File: src/rtl/lotr_pkg.sv
// Shared types for the gpc_4t core-to-fabric request port.
// Opcode encoding and the per-thread request bundle.
package lotr_pkg;

  typedef enum logic [1:0] {
    RD     = 2'b00,
    WR     = 2'b01,
    RD_RSP = 2'b10,
    WR_RSP = 2'b11
  } c2f_opcode_t;

  typedef struct packed {
    c2f_opcode_t opcode;
    logic [31:0] address;
    logic [31:0] data;
  } t_c2f_req;

endpackage

File: src/rtl/rr_arb4.sv
// Four-way round-robin pick: first request at or after ptr.
// Purely combinational; gnt is one-hot or zero.
module rr_arb4 (
  input  logic [3:0] req,
  input  logic [1:0] ptr,
  output logic [3:0] gnt,
  output logic [1:0] idx
);

  logic [1:0] cand;
  logic       found;

  // Scan upward from ptr with 2-bit wrap, keep the first hit
  always_comb begin
    gnt   = '0;
    idx   = '0;
    found = 1'b0;
    cand  = '0;
    for (int i = 0; i < 4; i++) begin
      cand = ptr + 2'(i);
      if (!found && req[cand]) begin
        found     = 1'b1;
        gnt[cand] = 1'b1;
        idx       = cand;
      end
    end
  end

endmodule

File: src/rtl/gpc_4t_c2f_arb.sv
// Shares the gpc_4t C2F request port among four threads.
// One buffered request per thread, round-robin issue, read-data return.
module gpc_4t_c2f_arb
  import lotr_pkg::*;
#(
  parameter int NUM_THREADS = 4,
  parameter int TIMEOUT_CYC = 1024
) (
  input  logic                        QClk,
  input  logic                        RstQnnnH,
  input  logic [NUM_THREADS-1:0]      ThrReqValid,
  input  logic [NUM_THREADS-1:0][1:0] ThrReqOpcode,
  input  logic [NUM_THREADS-1:0][31:0] ThrReqAddress,
  input  logic [NUM_THREADS-1:0][31:0] ThrReqData,
  output logic [NUM_THREADS-1:0]      ThrReqReady,
  output logic [NUM_THREADS-1:0]      ThrRspValid,
  output logic [31:0]                 ThrRspData,
  output logic                        C2F_ReqValidQ500H,
  output logic [1:0]                  C2F_ReqOpcodeQ500H,
  output logic [1:0]                  C2F_ReqThreadIDQ500H,
  output logic [31:0]                 C2F_ReqAddressQ500H,
  output logic [31:0]                 C2F_ReqDataQ500H,
  input  logic                        C2F_RspValidQ502H,
  input  logic [1:0]                  C2F_RspOpcodeQ502H,
  input  logic [1:0]                  C2F_RspThreadIDQ502H,
  input  logic [31:0]                 C2F_RspDataQ502H,
  input  logic                        C2F_RspStall,
  output logic                        ErrUnexpRsp,
  output logic [NUM_THREADS-1:0]      ErrTimeout
);

  localparam int CW = $clog2(TIMEOUT_CYC + 1);
  localparam logic [CW-1:0] TO_MAX = CW'(TIMEOUT_CYC);

  logic [NUM_THREADS-1:0] pend;
  logic [NUM_THREADS-1:0] outst;
  logic [NUM_THREADS-1:0] acc;
  logic [NUM_THREADS-1:0] arb_req;
  logic [NUM_THREADS-1:0] gnt;
  logic [NUM_THREADS-1:0] rd_rsp;
  logic [NUM_THREADS-1:0] rd_issue;
  logic [1:0]             win;
  logic [1:0]             rr_ptr;
  logic                   issue;
  t_c2f_req               slot [NUM_THREADS];
  logic [CW-1:0]          cnt  [NUM_THREADS];

  assign ThrReqReady = ~pend & ~outst;
  assign acc         = ThrReqValid & ThrReqReady;
  assign arb_req     = C2F_RspStall ? '0 : pend;
  assign issue       = |arb_req;
  assign rd_issue    = (slot[win].opcode == RD) ? gnt : '0;

  rr_arb4 u_arb (
    .req (arb_req),
    .ptr (rr_ptr),
    .gnt (gnt),
    .idx (win)
  );

  // Decode an incoming read response into a per-thread strobe
  always_comb begin
    rd_rsp = '0;
    if (C2F_RspValidQ502H && C2F_RspOpcodeQ502H == RD_RSP)
      rd_rsp[C2F_RspThreadIDQ502H] = 1'b1;
  end

  // Capture an accepted request into its thread slot
  always_ff @(posedge QClk) begin
    for (int t = 0; t < NUM_THREADS; t++) begin
      if (acc[t]) begin
        slot[t].opcode  <= c2f_opcode_t'(ThrReqOpcode[t]);
        slot[t].address <= ThrReqAddress[t];
        slot[t].data    <= ThrReqData[t];
      end
    end
  end

  // Slot occupancy: pending until issued, reads then wait for data
  always_ff @(posedge QClk) begin
    if (RstQnnnH) begin
      pend  <= '0;
      outst <= '0;
    end else begin
      pend  <= (pend & ~gnt) | acc;
      outst <= (outst & ~rd_rsp) | rd_issue;
    end
  end

  // Registered fabric request; fields hold between issues
  always_ff @(posedge QClk) begin
    if (RstQnnnH) begin
      C2F_ReqValidQ500H    <= 1'b0;
      C2F_ReqOpcodeQ500H   <= '0;
      C2F_ReqThreadIDQ500H <= '0;
      C2F_ReqAddressQ500H  <= '0;
      C2F_ReqDataQ500H     <= '0;
      rr_ptr               <= '0;
    end else begin
      C2F_ReqValidQ500H <= issue;
      if (issue) begin
        C2F_ReqOpcodeQ500H   <= slot[win].opcode;
        C2F_ReqThreadIDQ500H <= win;
        C2F_ReqAddressQ500H  <= slot[win].address;
        C2F_ReqDataQ500H     <= slot[win].data;
        rr_ptr               <= win + 2'd1;
      end
    end
  end

  // Return read data to its owner; flag reads nobody asked for
  always_ff @(posedge QClk) begin
    if (RstQnnnH) begin
      ThrRspValid <= '0;
      ThrRspData  <= '0;
      ErrUnexpRsp <= 1'b0;
    end else begin
      ThrRspValid <= rd_rsp & outst;
      if (|(rd_rsp & outst))
        ThrRspData <= C2F_RspDataQ502H;
      if (|(rd_rsp & ~outst))
        ErrUnexpRsp <= 1'b1;
    end
  end

  // Per-thread saturating wait counters and sticky timeout flags
  always_ff @(posedge QClk) begin
    if (RstQnnnH) begin
      ErrTimeout <= '0;
      for (int t = 0; t < NUM_THREADS; t++)
        cnt[t] <= '0;
    end else begin
      for (int t = 0; t < NUM_THREADS; t++) begin
        if (cnt[t] == TO_MAX)
          ErrTimeout[t] <= 1'b1;
        if (rd_issue[t])
          cnt[t] <= '0;
        else if (outst[t] && cnt[t] != TO_MAX)
          cnt[t] <= cnt[t] + 1'b1;
      end
    end
  end

endmodule

File: config.mk
export PLATFORM = sky130hd
export DESIGN_NAME = gpc_4t_c2f_arb
export DESIGN_NICKNAME = d
export VERILOG_FILES = /design/src/rtl/lotr_pkg.sv /design/src/rtl/rr_arb4.sv /design/src/rtl/gpc_4t_c2f_arb.sv
export SDC_FILE = /design/constraint.sdc
export NUM_CORES = 1
export LEC_CHECK = 0
export BUFFER_PORTS_ARGS = -buffer_cell sky130_fd_sc_hd__buf_2
export CORE_MARGIN = 4
export CORE_UTILIZATION = 55
export DETAILED_ROUTE_END_ITERATION = 8
export HOLD_SLACK_MARGIN = 0.1
export PLACE_DENSITY = 0.89
export SKIP_LAST_GASP = 1
export SYNTH_ARGS = -nofsm -noshare
export SYNTH_HDL_FRONTEND = slang
export SYNTH_SLANG_ARGS = --single-unit
File: constraint.sdc
create_clock -name QClk -period 10.9 [get_ports QClk]
set_input_delay 0.545 -clock QClk [delete_from_list [all_inputs] [get_ports QClk]]
set_output_delay 0.545 -clock QClk [all_outputs]
set_load 0.05 [all_outputs]
==> flow_summary.toml <==
[critical_path]
endpoint_kind = "flop"
path_class = "flop to flop"
critical_path_required_ns = 11.35
cp_max_fo = 64
cp-start-kind = "flop"
crit_chain = "inv_1 -> ha_1 -> mux4_2 -> a211oi_2 -> o311a_4 -> buf_4 -> mux2i_1 -> mux2_1 -> o22ai_1"
worstPathArrival_ns = 5.31
critical-path-max-stage-delay_ns = 0.92
crit_slowest_cell = "buf_4"

[clocking]
clkLatencyLatePin_ns = 0.56
cts_setup_buffers = 0
cts.sinks = 428
cts_root_buffer = "clkbuf_16"
cts.clk_slew.worst_paths_ns = 0.06
clk_path_buf_depth = 3
cts_tree = "yes"
cts_resized = 0
hold_buffers = 0
cts_buffers = 44
cts_max_level = 2

[logic_synthesis]
ys_types = 50
synth_area_leaders = "edfxtp_1 54%, dfxtp_1 14%, mux2i_1 9.7%"
synth_edf_count = 308
yosysTopAreaCellShare_pct = 53.62
ys_seq_area_share_pct = 67.54
syn_area_mm2 = 0.01725
syn_inst = 1193
synth_most_common_cell = "edfxtp_1"
async_flop_share_pct = 0
yosys_warnings = 0
synth-main-ff-cell = "edfxtp_1"
avgSynthCellArea_um2 = 14.46
synth_seq_cells = 428
synth_area_leader_cell = "edfxtp_1"
synth_nets = 1517
synthTopCellsByCount = "308 x edfxtp_1, 168 x mux2i_1, 120 x dfxtp_1"

[flow_run]
maxCapViolCount = 0

[placed_design]
dpl.cell_count = 1958
place_congestion = 0.9014
portBuffers = 421
place_hpwl_um = 29500

[sta]
tightestPinTransition_ns = 1.183
setup_viol = 0
finClkSkew_ns = 0.03705
hold_violations = 0
finalCritPeriodShare_pct = 44.58
slew_headroom_pct = 21.14
min_period_ns = 4.859
fmax_mhz = 205.8
grt_setup_unrepaired = "false"
setup_tns_ns = 0
slew_viol_final = 0

[pwr]
p_total_mw = 4.344
leakage_nw = 8.459
p_per_area_mw_per_mm2 = 206.7
peakVddDrop_v = 0.0001796

[die]
ioPinCount = 422
dieArea_mm2 = 0.03426
die_w_um = 185.1
dieHeight_um = 185.1
std_cell_rows = 64
core_area_mm2 = 0.03075
start_util_pct = 56.10

[drt]
dr.pass1.iters = 5
drt_wl_total_um = 44960
drc = 0
ant_nets = 0
viasPerCell = 5.629
vias = 11570
drt-initial-drc-count = 968
wl_per_cell_um = 21.87

[grt]
grt_max_degree = 81
overflow = 0
grt_pass1_vias = 12260
grt_usage_pct = 25.42
antenna_found_initial = 19
grt_pass1_wl_um = 67320

[layout]
finalNetCount = 1932
syn_to_final_growth_pct = 21.85
instances_no_fill = 2056
fillers = 2067
drive_gt1_share_pct = 34.71

[worst_hold_path]
hold_class = "input port to flop"

[outcome]
status = "finished clean"
==> cell usage in the layout (no fill, tap or decap), types with 17 or more instances in the layout <==
cell type  count
diode_2       18
xor2_1        29
mux2i_1      168
buf_2        420
nand3_1       25
nand2b_1      67
a21oi_1       17
nor2_1        99
nand2_1       33
clkbuf_16     44
edfxtp_1     308
inv_1         19
dfxtp_1      120
mux2_2        61
o22ai_1       66
==> where the power goes <==
part | leakage, nW | internal (mW) | switching, mW
sequential | 3.96 | 1.95 | 0.100
combinational | 3.85 | 0.343 | 0.583
clock | 0.642 | 0.767 | 0.605
==> layout make-up <==
type	instances	area, µm²	area share, %
Clock inverter	18	121.4	0.5774
Multi-Input combinational cell	684	5261	25.03
Inverter	19	71.32	0.3393
Tap cell	396	495.5	2.357
Clock buffer	62	1189	5.655
Antenna cell	18	45.04	0.2143
Timing Repair Buffer	431	2185	10.39
Sequential cell	428	11650	55.43
==> layer usage <==
| layer | wire, µm | vias up | global-route usage [%] | part of all wire (%) |
|---|---|---|---|---|
| met2 | 23050 | 577 | 44.55 | 51 |
| met4 | 2188 | 4 | 12.39 | 4.9 |
| li1 | - | 5273 | - | - |
| met5 | 23 | - | 0 | 0.051 |
| met3 | 3399 | 136 | 6.461 | 7.6 |
| met1 | 16300 | 5583 | 29.11 | 36 |
==> kinds of logic after synthesis <==
group	Yosys count	share of synthesized area (%)
flip-flops	428	67.54
AND/OR/NAND/NOR	285	8.436
multiplexers	238	14.54
AO/OA/AOI/OAI	108	4.243
buffers and inverters	81	2.205
XOR/XNOR	37	1.879
adder cells (fa/ha/maj)	16	1.161
==> path summary, 6_finish.rpt <==
kind                            cells after the start                                 to  slack (ns)                  startpoint
worst max-delay path                                9  C2F_ReqDataQ500H[24]$_SDFFE_PP0P_        6.04      rr_ptr[0]$_SDFFE_PP0P_
worst min-delay path                                1              slot[1][12]$_DFFE_PP_        0.16              ThrReqData[44]
worst max register to register                      9  C2F_ReqDataQ500H[24]$_SDFFE_PP0P_        6.04      rr_ptr[0]$_SDFFE_PP0P_
worst min register to register                      2         ErrTimeout[1]$_SDFFE_PP0P_        0.44  ErrTimeout[1]$_SDFFE_PP0P_
==> stage by stage <==
stage | util [%] | hold WS, ns | instance area [µm²] | worst slack [ns]
2_1_floorplan | - | 0.4791 | 17250 | 7.217
3_3_place_gp | 63.95 | 0.4312 | 19660 | 6.550
3_5_place_dp | 63.95 | 0.4344 | 19660 | 6.249
4_1_cts | 68.21 | 0.1518 | 20970 | 6.161
5_1_grt | 68.34 | 0.1443 | 21010 | 5.793
6_report | 68.36 | 0.1579 | 21020 | 6.041
==> critical path: cells and delay by family, from the launching register on <==
kind / cells / cell delay [ns]
flops: 1 / 0.70
buf+inv: 2 / 1.22
compound gates: 3 / 1.22
fa+ha+maj: 1 / 0.55
mux: 3 / 0.96
==> registers in the layout, indices dropped and copies added, names as in the netlist <==
name,flops
ErrTimeout,4
C2F_ReqDataQ500H,32
pend,4
C2F_ReqThreadIDQ500H,2
slot,264
C2F_ReqAddressQ500H,32
rr_ptr,2
outst,4
ErrUnexpRsp,1
ThrRspData,32
C2F_ReqValidQ500H,1
cnt,44
C2F_ReqOpcodeQ500H,2
ThrRspValid,4
(Power assumes the default switching activity.)
